**config.mk**
```make
export PLATFORM = sky130hd
export DESIGN_NAME = dlock_entry_framer
export DESIGN_NICKNAME = d
export VERILOG_FILES = /design/src/rtl/dlock_pkg.sv /design/src/rtl/key_debounce.sv /design/src/rtl/dlock_entry_framer.sv
export SDC_FILE = /design/constraint.sdc
export NUM_CORES = 1
export LEC_CHECK = 0
export BUFFER_PORTS_ARGS = -buffer_cell sky130_fd_sc_hd__buf_2
export CAP_MARGIN = 20
export CORE_ASPECT_RATIO = 0.5
export CORE_MARGIN = 1
export CORE_UTILIZATION = 35
export CTS_CLUSTER_DIAMETER = 60
export DETAILED_ROUTE_END_ITERATION = 7
export SYNTH_ARGS = -nofsm -noshare
export SYNTH_HDL_FRONTEND = slang
export SYNTH_SLANG_ARGS = --single-unit
```
**constraint.sdc**
```tcl
create_clock -name clk -period 1.6 [get_ports clk]
set_input_delay 0.08 -clock clk [delete_from_list [all_inputs] [get_ports clk]]
set_output_delay 0.08 -clock clk [all_outputs]
set_load 0.02 [all_outputs]
```
**src/rtl/dlock_pkg.sv**
```systemverilog
// dlock_pkg: state encoding and code length shared by the entry framer and the serial lock
package dlock_pkg;

    localparam int DLOCK_CODE_LEN = 6;

    typedef enum logic [1:0] {
        IDLE = 2'd0,
        CLR  = 2'd1,
        SEND = 2'd2,
        DONE = 2'd3
    } dlock_state_e;

endpackage

```
**src/rtl/key_debounce.sv**
```systemverilog
// key_debounce: 2-flop synchroniser plus saturating stable-high counter; emits one press pulse per high period
module key_debounce #(
    parameter int DEBOUNCE_CYC = 4
) (
    input  logic clk,
    input  logic clear,
    input  logic key,
    output logic press
);
    localparam int CW = $clog2(DEBOUNCE_CYC + 1);

    logic          sync1_q, sync2_q;
    logic          press_q, press_d;
    logic [CW-1:0] cnt_q, cnt_d;

    // Saturating at DEBOUNCE_CYC is what limits a long hold to a single pulse
    always_comb begin
        cnt_d   = !sync2_q ? '0 : (cnt_q == CW'(DEBOUNCE_CYC)) ? cnt_q : cnt_q + 1'b1;
        press_d = sync2_q && cnt_q == CW'(DEBOUNCE_CYC - 1);
    end

    always_ff @(posedge clk or negedge clear) begin
        if (!clear) begin
            sync1_q <= 1'b0;
            sync2_q <= 1'b0;
            cnt_q   <= '0;
            press_q <= 1'b0;
        end else begin
            sync1_q <= key;
            sync2_q <= sync1_q;
            cnt_q   <= cnt_d;
            press_q <= press_d;
        end
    end

    assign press = press_q;

endmodule

```
**src/rtl/dlock_entry_framer.sv**
```systemverilog
// dlock_entry_framer: debounced two-key code entry, framed as a clear pulse plus an MSB-first serial burst.
// Optional partial-entry timeout enabled by defining DLOCK_ENTRY_TIMEOUT_EN.
module dlock_entry_framer import dlock_pkg::*; #(
    parameter int CODE_LEN     = DLOCK_CODE_LEN,
    parameter int DEBOUNCE_CYC = 4,
    parameter int TIMEOUT_CYC  = 255
) (
    input  logic                          clk,
    input  logic                          clear,
    input  logic                          key0,
    input  logic                          key1,
    output logic                          b_out,
    output logic                          dl_clear,
    output logic                          busy,
    output logic [$clog2(CODE_LEN+1)-1:0] digits
);
    localparam int DW = $clog2(CODE_LEN + 1);
    localparam int SW = $clog2(CODE_LEN);

    if (CODE_LEN < 2 || DEBOUNCE_CYC < 2 || TIMEOUT_CYC < 1) begin : g_bad_params
        $error("dlock_entry_framer: illegal parameter values");
    end

    logic press0, press1, accept;

    key_debounce #(.DEBOUNCE_CYC(DEBOUNCE_CYC)) u_key0 (
        .clk   (clk),
        .clear (clear),
        .key   (key0),
        .press (press0)
    );

    key_debounce #(.DEBOUNCE_CYC(DEBOUNCE_CYC)) u_key1 (
        .clk   (clk),
        .clear (clear),
        .key   (key1),
        .press (press1)
    );

    dlock_state_e        state_q, state_d;
    logic [CODE_LEN-1:0] shift_q, shift_d;
    logic [DW-1:0]       digits_q, digits_d;
    logic [SW-1:0]       sel_q, sel_d;
    logic                b_out_q, b_out_d;
    logic                dl_clear_q, dl_clear_d;
    logic                busy_q, busy_d;
    logic                expire;

    // Coincident pulses are ambiguous, so only exactly one key counts
    assign accept = state_q == IDLE && (press0 ^ press1);

`ifdef DLOCK_ENTRY_TIMEOUT_EN
    localparam int TW = $clog2(TIMEOUT_CYC + 1);

    logic [TW-1:0] idle_q, idle_d;

    always_comb begin
        expire = state_q == IDLE && digits_q != '0 && !accept && idle_q == TW'(TIMEOUT_CYC - 1);
        idle_d = (state_q == IDLE && digits_q != '0 && !accept && !expire) ? idle_q + 1'b1 : '0;
    end

    always_ff @(posedge clk or negedge clear) begin
        if (!clear) idle_q <= '0;
        else        idle_q <= idle_d;
    end
`else
    assign expire = 1'b0;
`endif

    always_comb begin
        state_d  = state_q;
        shift_d  = shift_q;
        digits_d = digits_q;
        sel_d    = sel_q;
        case (state_q)
            IDLE: begin
                if (expire) begin
                    shift_d  = '0;
                    digits_d = '0;
                end else if (accept) begin
                    shift_d  = {shift_q[CODE_LEN-2:0], press1};
                    digits_d = digits_q + 1'b1;
                    if (digits_q == DW'(CODE_LEN - 1)) state_d = CLR;
                end
            end
            CLR: begin
                state_d = SEND;
                sel_d   = '0;
            end
            SEND: begin
                shift_d = shift_q << 1;
                sel_d   = sel_q + 1'b1;
                if (sel_q == SW'(CODE_LEN - 1)) state_d = DONE;
            end
            DONE: begin
                state_d  = IDLE;
                shift_d  = '0;
                digits_d = '0;
            end
        endcase
        // Outputs are registered from the next state; the MSB of shift_d is the bit for that SEND cycle
        b_out_d    = state_d == SEND && shift_d[CODE_LEN-1];
        dl_clear_d = state_d != CLR;
        busy_d     = state_d == CLR || state_d == SEND;
    end

    always_ff @(posedge clk or negedge clear) begin
        if (!clear) begin
            state_q    <= IDLE;
            shift_q    <= '0;
            digits_q   <= '0;
            sel_q      <= '0;
            b_out_q    <= 1'b0;
            dl_clear_q <= 1'b0;
            busy_q     <= 1'b0;
        end else begin
            state_q    <= state_d;
            shift_q    <= shift_d;
            digits_q   <= digits_d;
            sel_q      <= sel_d;
            b_out_q    <= b_out_d;
            dl_clear_q <= dl_clear_d;
            busy_q     <= busy_d;
        end
    end

    assign b_out    = b_out_q;
    assign dl_clear = dl_clear_q;
    assign busy     = busy_q;
    assign digits   = digits_q;

endmodule

```
==> results.yml, run 1 <==
run_status:
  status: "complete, no violations"
synth:
  ys.warnings.count: 0
  synthArstFlopShare_pct: 100
  synth_flop_cell: "dfrtp_1"
  synthesis.area_mm2: 0.00146
  syn_nets: 146
  synth-seq-cells: 29
  synth_area_leaders: "dfrtp_1, ha_1, inv_1, a22o_1, nand2_1"
  syn_area_per_cell_um2: 11.8
  ys_types: 33
  synth_top_cell_by_area: "dfrtp_1"
  netlist.area_leader.share_pct: 49.7
  yosysSeqAreaShare_pct: 49.7
  syn_inst: 124
  synth_edf_count: 0
timing:
  clock_skew_ns: 0.00997
  period_minus_slack_ns: 1.52
  hold_viol: 0
  tightestPinTransition_ns: 0.636
  hold_ws_ns: 0.346
  finalSetupViolCount: 0
  max_slew_margin_pct: 57.6
  slew_viol_final: 0
  setup_slack_ns: 0.0757
  fmax_mhz: 656
  period_share_pct: 95.3
  setup_tns_ns: 0
  rsz0062_at_grt: "true"
critical_path:
  cp.required_ns: 1.79
  r2r_end: "busy$_DFF_PN0_"
  regToRegStartpoint: "state_q[1]$_DFF_PN0_"
  startpoint: "state_q[1]$_DFF_PN0_"
  end_kind: "flip-flop"
  critical_path_class: "flip-flop to flip-flop"
  cp_max_fo: 4
  crit_path_end: "busy$_DFF_PN0_"
  cp-start-kind: "flip-flop"
  reg2regPathDepth: 6
  r2r_setup_slack_ns: 0.08
  worstPathArrival_ns: 1.71
route:
  wire_per_inst_um: 12.0
  routed_wl_um: 2430
  viasPerCell: 4.75
  drc: 0
  dr.pass1.iters: 4
  drtIter0Drc: 44
  vias: 960
  drtAntennaViolNets: 0
global_routing:
  grt_use_met3_pct: 4.92
  antenna_found_initial: 0
  grt_overflow_total: 0
  grt_max_degree: 30
  met1_usage_pct: 14.5
  grt_first_pass_wirelength_um: 3810
  busiest_layer: "met2"
  gr-usage-met2_pct: 19.0
  track_usage_pct: 12.0
  grt_pass1_vias: 829
die:
  fp.coreArea_mm2: 0.00394
  rows: 16
  die_w_um: 93.3
  start_util_pct: 37.0
  die_area_mm2: 0.00445
  ioPinCount: 10
  die-height_um: 47.7
power_and_ir_drop:
  power_mw: 3.07
  pwr_density_cell_mw_per_mm2: 1750
  p_leak_nw: 0.815
  irDropWorstVdd_mv: 0.444
layout:
  final_common_cell: "dfrtp_1"
  final_cells: 202
  fin_area_mm2: 0.00175
  layout_common_cells: "dfrtp_1, ha_1, inv_1, nand2_1, buf_2"
  n_antenna_cell: 0
  drive_gt1_share_pct: 22.3
  layout.nets: 169
  post-route-util_pct: 44.4
  area_growth_pct: 20.0
cts:
  clock_sinks: 29
  htreeDepth: 2
  path_clk_slew_ns: 0.07
  clk_latency_ns: 0.28
  cts_made_buffers: 5
  cts_tree: "done"
  root_buffer: "clkbuf_8"
  clock_path_buffers: 2
place:
  dp.cells: 190
  port_buffers: 9
  place_congestion: 0.718
  place_ws_ns: 0.0684
  postPlaceCellArea_mm2: 0.00161
  post-dp-hpwl_um: 1690
run:
  max_cap_violations: 0
min_path:
  hp-class: "input port to async pin"
## cell type report
class	count	area, um^2
Tap cell	54	67.6
Fill cell	366	2190
Sequential cell	29	726
Timing Repair Buffer	18	120
Clock inverter	2	10.0
Multi-Input combinational cell	77	694
Clock buffer	6	72.6
Inverter	16	60.1
## kinds of logic (layout without fill, tap and decap cells)
group,after synthesis,after routing,synth area share [%]
multiplexers,3,3,2.06
adder cells (fa/ha/maj),18,18,15.4
AND/OR/NAND/NOR,30,30,11.2
XOR/XNOR,3,3,2.32
AO/OA/AOI/OAI,23,23,14.0
buffers and inverters,18,42,5.23
flip-flops,29,29,49.7
## state kept, by name (all words and copies together), names as in the netlist, 2 cells and up
name and count:
shift_q 6, u_key0.cnt_q 3, state_q 2, digits 3, u_key1.cnt_q 3, sel_q 3
## synthesized netlist by cell type, types with 2 or more instances
| master | n |
|---|---|
| a21boi_0 | 4 |
| ha_1 | 18 |
| a311o_1 | 2 |
| xnor2_1 | 2 |
| inv_1 | 16 |
| nand3b_1 | 2 |
| nor2_1 | 3 |
| nand2_1 | 11 |
| dfrtp_1 | 29 |
| a22o_1 | 5 |
| and2_1 | 4 |
| nand3_1 | 2 |
| a31oi_1 | 2 |
| mux2i_1 | 3 |
| nor3b_1 | 2 |
| o21ai_0 | 2 |
## worst max-delay path: stages (launching register included)
cell	delay, ns
dfrtp_1	0.41
inv_2	0.11
ha_2	0.20
nand2_1	0.07
o32a_1	0.30
ha_1	0.29
inv_1	0.04
## worst min-delay path by stage
stage               slack [ns]  depth (start not counted)                       end                      from
finish                    0.35                          2      sel_q[1]$_DFFE_PN0P_                     clear
global route              0.37                          0  u_key0.sync2_q$_DFF_PN0_  u_key0.sync1_q$_DFF_PN0_
detailed placement        0.15                          1      sel_q[1]$_DFFE_PN0P_                     clear
global placement          0.14                          1      sel_q[1]$_DFFE_PN0P_                     clear
CTS                       0.35                          0  u_key1.sync2_q$_DFF_PN0_  u_key1.sync1_q$_DFF_PN0_
floorplan                -0.22                          0           b_out$_DFF_PN0_                     clear
## repair_timing
action                                  4_1_cts  5_1_grt
hold endpoints to repair                     31        0
hold buffers                                  3        0
endpoints found under the setup margin        0        8
setup buffers                                 0        1
gates resized for setup                       0        6
## where the power goes
part	switching, mW	total [mW]	leakage, nW	internal [mW]
Combinational	0.709	1.35	0.397	0.637
Clock	0.279	0.580	0.0450	0.300
Sequential	0.180	1.14	0.373	0.963
## layer usage
metal  up-vias  part of all wire, %
li1        478                    -
met1       456                   48
met2        19                   45
met3         7                  5.0
met4         0                  1.8
met5         -                    0
No activity file was read; power rests on OpenSTA's default activity.
==> inputs of run 2 (changes only) <==
Settings changed: PLACE_DENSITY from default to 0.64.
==> results.yml, run 2 (synthesis results as in run 1) <==
run_status:
  status: "complete, no violations"
critical_path:
  cp.required_ns: 1.76
  cp_max_fo: 4
  cp_top_family: "compound AO/OA/AOI/OAI gates"
  crit_slowest_cell: "dfrtp_1"
  r2r_end: "b_out$_DFF_PN0_"
  r2r_setup_slack_ns: 0.08
  regToRegStartpoint: "state_q[1]$_DFF_PN0_"
  path_cells: "inv_2, ha_2, nand2_1, o32a_1, ha_1, o31a_1"
  max_stage_delay_ns: 0.40
  cp-start-kind: "flip-flop"
  critical_path_class: "flip-flop to flip-flop"
  cp_num_buf_inv: 1
  end_kind: "flip-flop"
  worstPathArrival_ns: 1.68
  reg2regPathDepth: 6
global_routing:
  grt_max_degree: 30
  met1_usage_pct: 15.3
  track_usage_pct: 12.4
  grt_use_met3_pct: 5.71
  grt_first_pass_wirelength_um: 3960
  grt_overflow_total: 0
  grt_pass1_vias: 873
  gr-usage-met2_pct: 19.7
  busiest_layer: "met2"
  antenna_found_initial: 0
layout:
  drive_gt1_share_pct: 20.5
  layout_common_cells: "dfrtp_1, ha_1, inv_1, nand2_1, buf_2"
  fill_cells: 366
  n_antenna_cell: 0
  multi_input_area_um2: 692
  final_cells: 200
  register_area_um2: 726
  fin_area_mm2: 0.00174
  area_growth_pct: 19.6
  post-route-util_pct: 44.2
  final_common_cell: "dfrtp_1"
  regMostFlops: "shift_q"
  layout.nets: 168
  largest_register_ffs: 6
die:
  die-height_um: 47.7
  rows: 16
  start_util_pct: 37.0
  die_w_um: 93.3
  ioPinCount: 10
  fp.coreArea_mm2: 0.00394
  die_area_mm2: 0.00445
place:
  place_ws_ns: 0.0612
  dp.cells: 189
  post-dp-hpwl_um: 1670
  place_congestion: 0.712
  port_buffers: 9
  postPlaceCellArea_mm2: 0.00160
cts:
  htreeDepth: 2
  cts_tree: "done"
  cts_made_buffers: 5
  clk_latency_ns: 0.27
  path_clk_slew_ns: 0.06
  root_buffer: "clkbuf_8"
  clock_sinks: 29
  clock_path_buffers: 2
run:
  max_cap_violations: 0
route:
  drc: 0
  wire_per_inst_um: 11.9
  vias: 948
  viasPerCell: 4.74
  routed_wl_um: 2390
  drtIter0Drc: 28
  drtAntennaViolNets: 0
  dr.pass1.iters: 4
timing:
  rsz0062_at_grt: "true"
  hold_viol: 0
  setup_slack_ns: 0.0768
  finalSetupViolCount: 0
  period_share_pct: 95.2
  fmax_mhz: 657
  period_minus_slack_ns: 1.52
  slew_viol_final: 0
  max_slew_margin_pct: 57.0
  tightestPinTransition_ns: 0.645
  clock_skew_ns: 0.00560
  setup_tns_ns: 0
power_and_ir_drop:
  irDropWorstVdd_mv: 0.434
  pwr_density_cell_mw_per_mm2: 1760
  p_leak_nw: 0.811
min_path:
  min_from: "u_key0.sync1_q$_DFF_PN0_"
  hp-class: "flip-flop to flip-flop"
  holdPathEnd: "u_key0.sync2_q$_DFF_PN0_"
  min_path_cells: 0
## run 2: cell count changes in the layout (fill, tap and decap cells not counted), sizes merged
cell / before / now
buf: 15 / 14
clkbuf: 6 / 7
clkinv: 2 / 0
## run 2: layout make-up
type                       instances  share of cell area (%)
clock buffer                       7                    4.95
inverter                          16                    3.44
multi-input combinational         77                    39.7
sequential                        29                    41.6
tap                               54                    3.87
timing repair buffer              17                    6.46
## run 2: through the flow
step | hold slack (ns) | total power, mW
floorplan | -0.216 | 2.12
global placement | 0.142 | 2.38
detailed placement | 0.154 | 2.43
CTS | 0.350 | 3.05
global route | 0.352 | 3.35
finish | 0.348 | 3.07
## run 2: worst register-to-register path: stages (launching register included)
cell and delay, ns:
dfrtp_1 0.40, inv_2 0.11, ha_2 0.20, nand2_1 0.07, o32a_1 0.33, ha_1 0.19, o31a_1 0.10
## run 2: worst max-delay path by stage
stage / to / from / depth (start not counted) / slack (ns)
3_3_place_gp: shift_q[5]$_DFF_PN0_ / u_key0.press$_DFF_PN0_ / 3 / 0.09
4_1_cts: b_out$_DFF_PN0_ / state_q[1]$_DFF_PN0_ / 6 / 0.05
5_1_grt: dl_clear$_DFF_PN0_ / state_q[1]$_DFF_PN0_ / 6 / -0.007
6_report: b_out$_DFF_PN0_ / state_q[1]$_DFF_PN0_ / 6 / 0.08
2_1_floorplan: busy$_DFF_PN0_ / state_q[0]$_DFF_PN0_ / 7 / 0.009
3_5_place_dp: b_out$_DFF_PN0_ / state_q[1]$_DFF_PN0_ / 6 / 0.06
## run 2: timing repair
| item | in CTS | in global routing |
|---|---|---|
| setup endpoints to repair | 0 | 7 |
| endpoints found under the hold margin | 31 | 0 |
| buffers inserted | 0 | 1 |
| hold buffers | 3 | 0 |
| resized for setup | 0 | 5 |
## run 2: layer usage
metal | wire length, um | share of wire [%]
met5 | 0 | 0
met4 | 0 | 0
met3 | 95 | 4.0
met2 | 1110 | 46
met1 | 1180 | 50
## run 2: power breakdown
| group | internal (mW) | switching (mW) |
|---|---|---|
| clock network | 0.340 | 0.254 |
| registers | 0.964 | 0.176 |
| logic | 0.619 | 0.714 |
